### config.mk
export PLATFORM = sky130hd
export DESIGN_NAME = clahe_frame_seq
export DESIGN_NICKNAME = d
export VERILOG_FILES = /design/src/rtl/clahe_pkg.sv /design/src/rtl/clahe_clear_walker.sv /design/src/rtl/clahe_frame_seq.sv
export SDC_FILE = /design/constraint.sdc
export NUM_CORES = 1
export LEC_CHECK = 0
export ABC_CLOCK_PERIOD_IN_PS = 1700
export CAP_MARGIN = 20
export CORE_ASPECT_RATIO = 1.75
export CORE_MARGIN = 2
export CORE_UTILIZATION = 41
export DETAILED_ROUTE_END_ITERATION = 16
export PLACE_DENSITY_LB_ADDON = 0.1
export SYNTH_ARGS = -nofsm -noshare
export SYNTH_HDL_FRONTEND = slang
export SYNTH_SLANG_ARGS = --single-unit
### constraint.sdc
create_clock -name pclk -period 1.7 [get_ports pclk]
set_input_delay 0.51 -clock pclk [delete_from_list [all_inputs] [get_ports pclk]]
set_output_delay 0.51 -clock pclk [all_outputs]
set_load 0.005 [all_outputs]
### src/rtl/clahe_pkg.sv
// Shared sizing and state encoding for the CLAHE frame sequencer and its clear walker.
package clahe_pkg;

  localparam int TILE_NUM_BITS = 6;
  localparam int BIN_BITS      = 8;
  localparam int CNT_BITS      = TILE_NUM_BITS + BIN_BITS;
  localparam int CLEAR_WORDS   = 2 ** CNT_BITS;

  typedef enum logic [1:0] {
    ST_INIT_CLEAR = 2'd0,
    ST_ACTIVE     = 2'd1,
    ST_SWAP       = 2'd2,
    ST_RUN        = 2'd3
  } seq_state_e;

  function automatic logic is_last_word(input logic [CNT_BITS-1:0] cnt);
    return &cnt;
  endfunction

endpackage

### src/rtl/clahe_clear_walker.sv
// Walks every tile/bin word of the histogram set once per start pulse, one word per cycle.
module clahe_clear_walker
  import clahe_pkg::*;
(
  input  logic                     pclk,
  input  logic                     rst_n,
  input  logic                     i_start,
  output logic                     o_busy,
  output logic                     o_start_pulse,
  output logic                     o_done_pulse,
  output logic [TILE_NUM_BITS-1:0] o_tile,
  output logic [BIN_BITS-1:0]      o_addr
);

  logic [CNT_BITS-1:0] r_cnt;
  logic                r_run;
  logic                r_start;
  logic                r_done;

  // Counter advances while running; done is flagged on the cycle the last word leaves the parent.
  always_ff @(posedge pclk) begin
    if (!rst_n) begin
      r_cnt   <= '0;
      r_run   <= 1'b0;
      r_start <= 1'b0;
      r_done  <= 1'b0;
    end else begin
      r_start <= i_start;
      r_done  <= 1'b0;
      if (i_start) begin
        r_run <= 1'b1;
        r_cnt <= '0;
      end else if (r_run) begin
        if (is_last_word(r_cnt)) begin
          r_run  <= 1'b0;
          r_done <= 1'b1;
          r_cnt  <= '0;
        end else begin
          r_cnt <= r_cnt + CNT_BITS'(1);
        end
      end
    end
  end

  assign o_busy        = r_run;
  assign o_start_pulse = r_start;
  assign o_done_pulse  = r_done;
  assign o_tile        = r_cnt[CNT_BITS-1:BIN_BITS];
  assign o_addr        = r_cnt[BIN_BITS-1:0];

endmodule

### src/rtl/clahe_frame_seq.sv
// Frame sequencer: owns the ping-pong set select, clears the histogram set between frames,
// kicks the CDF engine and arbitrates the histogram write port.
module clahe_frame_seq
  import clahe_pkg::*;
(
  input  logic                     pclk,
  input  logic                     rst_n,
  input  logic                     frame_end,
  input  logic [TILE_NUM_BITS-1:0] st_wr_tile_idx,
  input  logic [BIN_BITS-1:0]      st_wr_addr,
  input  logic [15:0]              st_wr_data,
  input  logic                     st_wr_en,
  output logic [TILE_NUM_BITS-1:0] hist_wr_tile_idx,
  output logic [BIN_BITS-1:0]      hist_wr_addr,
  output logic [15:0]              hist_wr_data,
  output logic                     hist_wr_en,
  output logic                     ping_pong_flag,
  output logic                     clear_start,
  output logic                     clear_done,
  output logic                     cdf_start,
  input  logic                     cdf_done,
  output logic                     mapping_valid,
  output logic                     seq_busy,
  output logic                     overrun_err,
  output logic                     collision_err
);

  seq_state_e                 r_state;
  logic                       r_kicked;
  logic                       r_pp;
  logic                       r_cdf_start;
  logic                       r_mv;
  logic                       r_busy;
  logic                       r_ovr;
  logic                       r_col;
  logic                       r_clr_seen;
  logic                       r_cdf_seen;
  logic [TILE_NUM_BITS-1:0]   r_wr_tile;
  logic [BIN_BITS-1:0]        r_wr_addr;
  logic [15:0]                r_wr_data;
  logic                       r_wr_en;

  logic                       w_fe_accept;
  logic                       w_start;
  logic                       w_drop;
  logic                       w_clr_busy;
  logic                       w_clr_start;
  logic                       w_clr_done;
  logic                       w_clr_seen;
  logic                       w_cdf_seen;
  logic [TILE_NUM_BITS-1:0]   w_clr_tile;
  logic [BIN_BITS-1:0]        w_clr_addr;

  assign w_fe_accept = frame_end && (r_state == ST_ACTIVE);
  assign w_start     = w_fe_accept || ((r_state == ST_INIT_CLEAR) && !r_kicked);
  // The statistic engine loses the port for the whole initial clear and every frame clear walk.
  assign w_drop      = w_clr_busy || (r_state == ST_INIT_CLEAR);
  assign w_clr_seen  = r_clr_seen || w_clr_done;
  assign w_cdf_seen  = r_cdf_seen || cdf_done;

  clahe_clear_walker u_walker (
    .pclk          (pclk),
    .rst_n         (rst_n),
    .i_start       (w_start),
    .o_busy        (w_clr_busy),
    .o_start_pulse (w_clr_start),
    .o_done_pulse  (w_clr_done),
    .o_tile        (w_clr_tile),
    .o_addr        (w_clr_addr)
  );

  // Frame FSM with set select, CDF kick, mapping-valid and sticky error flags.
  always_ff @(posedge pclk) begin
    if (!rst_n) begin
      r_state     <= ST_INIT_CLEAR;
      r_kicked    <= 1'b0;
      r_pp        <= 1'b0;
      r_cdf_start <= 1'b0;
      r_mv        <= 1'b0;
      r_busy      <= 1'b1;
      r_ovr       <= 1'b0;
      r_col       <= 1'b0;
      r_clr_seen  <= 1'b0;
      r_cdf_seen  <= 1'b0;
    end else begin
      r_cdf_start <= 1'b0;
      if (frame_end && (r_state != ST_ACTIVE)) r_ovr <= 1'b1;
      if (st_wr_en && w_drop) r_col <= 1'b1;
      if ((r_state == ST_RUN) && cdf_done) r_mv <= 1'b1;
      case (r_state)
        ST_INIT_CLEAR: begin
          r_kicked <= 1'b1;
          if (w_clr_done) begin
            r_state <= ST_ACTIVE;
            r_busy  <= 1'b0;
          end
        end
        ST_ACTIVE: begin
          if (frame_end) begin
            r_state     <= ST_SWAP;
            r_pp        <= ~r_pp;
            r_cdf_start <= 1'b1;
            r_busy      <= 1'b1;
          end
        end
        ST_SWAP: begin
          r_state    <= ST_RUN;
          r_clr_seen <= 1'b0;
          r_cdf_seen <= 1'b0;
        end
        ST_RUN: begin
          if (w_clr_seen && w_cdf_seen) begin
            r_state <= ST_ACTIVE;
            r_busy  <= 1'b0;
          end else begin
            r_clr_seen <= w_clr_seen;
            r_cdf_seen <= w_cdf_seen;
          end
        end
        default: begin
          r_state <= ST_INIT_CLEAR;
        end
      endcase
    end
  end

  // Histogram port mux: clear words win, otherwise statistic writes pass with one cycle latency.
  always_ff @(posedge pclk) begin
    if (!rst_n) begin
      r_wr_tile <= '0;
      r_wr_addr <= '0;
      r_wr_data <= 16'h0000;
      r_wr_en   <= 1'b0;
    end else if (w_clr_busy) begin
      r_wr_tile <= w_clr_tile;
      r_wr_addr <= w_clr_addr;
      r_wr_data <= 16'h0000;
      r_wr_en   <= 1'b1;
    end else if (st_wr_en && !w_drop) begin
      r_wr_tile <= st_wr_tile_idx;
      r_wr_addr <= st_wr_addr;
      r_wr_data <= st_wr_data;
      r_wr_en   <= 1'b1;
    end else begin
      r_wr_en   <= 1'b0;
    end
  end

  assign hist_wr_tile_idx = r_wr_tile;
  assign hist_wr_addr     = r_wr_addr;
  assign hist_wr_data     = r_wr_data;
  assign hist_wr_en       = r_wr_en;
  assign ping_pong_flag   = r_pp;
  assign clear_start      = w_clr_start;
  assign clear_done       = w_clr_done;
  assign cdf_start        = r_cdf_start;
  assign mapping_valid    = r_mv;
  assign seq_busy         = r_busy;
  assign overrun_err      = r_ovr;
  assign collision_err    = r_col;

endmodule

==> summary.md <==
The flow ran to the end, and the final reports show no timing, DRC or antenna violations. Shortest clock period the worst path allows after layout: 1671 ps. Share of the yosys chip area belonging to registers: 0.5000. The run gives 0.2163 as the total track usage.

After clock tree synthesis, the clock-pin slew on the worst setup and hold paths is 70 ps. The cell area that synthesis handed to floorplanning was 2362 um2. In this run, placement finished with an instance count of 447. The cell sitting at the root of the clock tree is a clkbuf_8. The number of different library cells used by synthesis comes to 38.

The floorplan has 36 rows. The core area came out at 5585 um2. The share of synthesized flip-flops with an asynchronous set or reset came out at 0. The portion of the clock cycle consumed by the worst path in the final layout is 0.9832.

Critical setup path kind: reg -> out. Counting the fill cells in the layout gives 517. The tools report the launch point of the worst hold path as collision_err$_SDFFE_PN0P_. The worst register-to-register path ends at u_walker.r_cnt[13]$_SDFFE_PP0P_. In this run the worst path has a maximum fanout of 2.

The layout-stage area growth over the synthesis result was 56.67%; the wire length after detailed routing was 6447 um. The run gives 340 ps as the clock latency reported for the late side of the worst-skew pair. For the internal reg-to-reg setup slack, the log shows 70 ps. Hold repair after CTS inserted 0 buffers. Data arrives at the worst endpoint at 1160 ps.

The max-slew violation total from the final report is 0, and the maximum single-stage delay on the critical path is 490 ps. The number of global-route vias before repair is 2302. In the final design database the tool counted 423 nets.

The synthesized design contains 59 register bits. The die covers 6409 um2. For the synthesized instance count, the log shows 278. The worst register-to-register path begins at u_walker.o_busy$_SDFF_PN0_. In this run the power density over the cells is 1126 nW/um2. The first global-routing pass estimated 10390 um of wire. The starting utilization of the core area is 0.4229, and the remaining max-slew budget at the tightest pin is 0.7591. The setup clock skew after layout is 3.991 ps, and the overall die height is 104.4 um.

Mean number of vias per cell: 5.069. 0 antenna diodes ended up in the layout. For the final cell utilization of the core, the log shows 0.6626.

The sequential group share of total power is 0.394. The total congestion overflow is 0. The critical path capture point type is an output pin.

Excluding fillers, the count of instances in the completed layout stands at 463. The number of buffers between clock root and the deepest sink is 2, and the first-pass detailed-route iteration total is 4. Vias after detailed routing: 2347. In this run the number of H-tree levels came out at 3.

After synthesis, the largest family of logic cells by area is simple AND/OR/NAND/NOR gates. The length in cells of the worst reg-to-reg path was 4. Setup repair after global routing left no endpoint under its margin. Across the run, the number of max-cap violations was 0. Detailed placement ended at an HPWL of 4872 um. TritonCTS built the clock tree. Among cell families on the critical path, the largest total delay comes from buffers and inverters. The count of unresolved DRC violations after routing came out at 0. From left edge to right edge, the die measures 61.38 um. The share of layout cells above drive strength 1 was 0.1938. The class of the tightest hold or removal check was reg -> reg.

Of all cell types, the one taking the most synthesized area is dfxtp_1. OpenSTA, run right after detailed placement, puts the worst setup slack at -251.7 ps. For this design the static power due to leakage is 1.705 nW.

The yosys synthesis warning count came out at 0. Yosys attributes the largest share of cell area to dfxtp_1 50%, nand2_1 8.6%, a21oi_1 6.6%. The share of the synthesized area in the top cell type is 0.5000, and the final number of hold-violating endpoints is 0. The share of cell area taken by muxes after synthesis was 0.008475; the number of clock sinks was 59.

Port buffering added 73 buffers. The area fraction in and, or, nand and nor cells after synthesis was 0.2145. The cell with the most instances after synthesis was dfxtp_1.

The run gives 74 as the count of boundary I/O pins. STA classifies the critical path startpoint as a register. Synthesized-area fraction occupied by xor and xnor cells: 0.03337.

Post-synthesis adder-cell area fraction: 0.03178. In this run, CTS created clock tree buffers numbering 9. The count of flip-flops with a built-in enable after synthesis came out at 0. The logs give 598.3 MHz for the upper clock frequency limit and 2.955 mW for the internal power consumption. For the proportion of power drawn by the clock network, the log shows 0.327. At the worst endpoint, the required time is 1190 ps. The worst hold path was traced through 2 stages.

Synthesized area per cell: 8.497 um2. Entering global routing, the biggest net connects 25 pins. The logs give 319 for the net count of the mapped netlist and 0 for the number of nets still failing antenna checks after routing. The switching portion of total power is 0.2912, and the detailed router's first-iteration violation count is 74.

The share of the synthesized area in compound gates (AO/OA/AOI/OAI) was 0.1721. The critical path goes through clkdlybuf4s50_1. In the post-route analysis, the smallest setup slack over all paths is 28.64 ps.

The initial antenna violation count is 0. The congestion estimate from routability-driven global placement came to 0.8039. At the pin with the least slew margin, the transition time is 361.3 ps. The setup violation total in the final timing report was 0. For this run, the leading register cell type out of synthesis is dfxtp_1.

The tools report the switching power as 1.214 mW. The part of the total power dissipated in combinational logic was 0.279; the maximum vdd drop was 0.7337 mV. The count of buffer and inverter cells on the critical path came out at 1.

Sorting the synthesized cells by how often they occur yields 59 x dfxtp_1, 54 x nand2_1, 31 x a21oi_1. In the final routed layout, each cell accounts on average for 13.92 um. The worst hold path terminates at collision_err$_SDFFE_PN0P_. The slowest stage of the critical path belongs to the cell clkdlybuf4s50_1.
==> cell type report <==
type | instances | area [um2] | share of cell area
inverter | 10 | 37.54 | 0.01014
clock buffer | 11 | 131.4 | 0.03550
tap | 76 | 95.09 | 0.02569
timing repair buffer | 106 | 1032 | 0.2789
multi-input combinational | 196 | 1126 | 0.3043
clock inverter | 5 | 77.57 | 0.02096
sequential | 59 | 1201 | 0.3245
==> power by group through the flow <==
stage / sequential (mW) / clock [mW] / combinational [mW]
3_5_place_dp: 1.67 / 0 / 1.19
5_1_grt: 1.66 / 1.45 / 1.29
3_3_place_gp: 1.66 / 0 / 1.18
2_1_floorplan: 1.66 / 0 / 0.589
4_1_cts: 1.64 / 1.38 / 1.18
6_report: 1.64 / 1.36 / 1.16
==> what timing repair did <==
action	in CTS	in global routing
pin swaps	0	2
endpoints found under the setup margin	18	33
gates resized for setup	19	31
setup buffers	0	0
gates cloned	0	0
==> flip-flops by register name (all words and copies together) (netlist names) <==
register / count
seq_busy: 1
r_kicked: 1
r_clr_seen: 1
u_walker.o_busy: 1
hist_wr_tile_idx: 6
hist_wr_en: 1
cdf_start: 1
r_cdf_seen: 1
u_walker.o_done_pulse: 1
r_state: 2
hist_wr_data: 16
hist_wr_addr: 8
ping_pong_flag: 1
u_walker.o_start_pulse: 1
mapping_valid: 1
u_walker.r_cnt: 14
overrun_err: 1
collision_err: 1
==> cell families (layout without fill, tap and decap cells) <==
logic type | count (synthesis) | in the layout
AND/OR/NAND/NOR | 115 | 115
multiplexers | 2 | 2
XOR/XNOR | 9 | 9
AO/OA/AOI/OAI | 64 | 64
adder cells (fa/ha/maj) | 6 | 6
buffers and inverters | 23 | 132
flip-flops | 59 | 59
==> through the flow <==
step | hold WS [ps] | cell area, um2 | power [mW] | setup TNS [ps]
floorplan | 440.1 | 2380 | 2.249 | 0
global placement | 441.4 | 3415 | 2.839 | -5112
detailed placement | 440.9 | 3415 | 2.863 | -5948
CTS | 451.4 | 3620 | 4.203 | 0
global route | 472.7 | 3701 | 4.404 | 0
finish | 445.3 | 3701 | 4.168 | 0
==> layout by cell type, fill, tap and decap left out, drive strengths merged, types with 10 or more instances in the layout <==
cell type       n
dfxtp          59
nand2          54
clkdlybuf4s50  40
buf            33
a21oi          32
nor2           30
dlymetal6s2s   22
dlygate4sd2    11
clkbuf         11
a22oi          10
==> worst max-delay path by stage <==
| stage | start | end | cells past startpoint |
|---|---|---|---|
| 6_report | hist_wr_tile_idx[4]$_SDFFE_PN0P_ | hist_wr_tile_idx[4] | 1 |
| 5_1_grt | hist_wr_addr[1]$_SDFFE_PN0P_ | hist_wr_addr[1] | 1 |
| 4_1_cts | hist_wr_data[5]$_SDFFE_PP0P_ | hist_wr_data[5] | 1 |
| 3_5_place_dp | frame_end | r_state[1]$_SDFFE_PN0P_ | 6 |
| 3_3_place_gp | frame_end | u_walker.r_cnt[13]$_SDFFE_PP0P_ | 5 |
| 2_1_floorplan | r_state[0]$_SDFFE_PN0P_ | seq_busy$_SDFFE_PN1P_ | 5 |
==> metal layers <==
metal / vias to the layer above / GRT usage / wire (um)
met5: - / 0 / 0
met4: 0 / 0.1003 / 175
met3: 16 / 0.06343 / 366
met2: 75 / 0.3792 / 3559
met1: 1081 / 0.2223 / 2346
li1: 1175 / - / -
No activity file was read; power rests on OpenSTA's default activity.
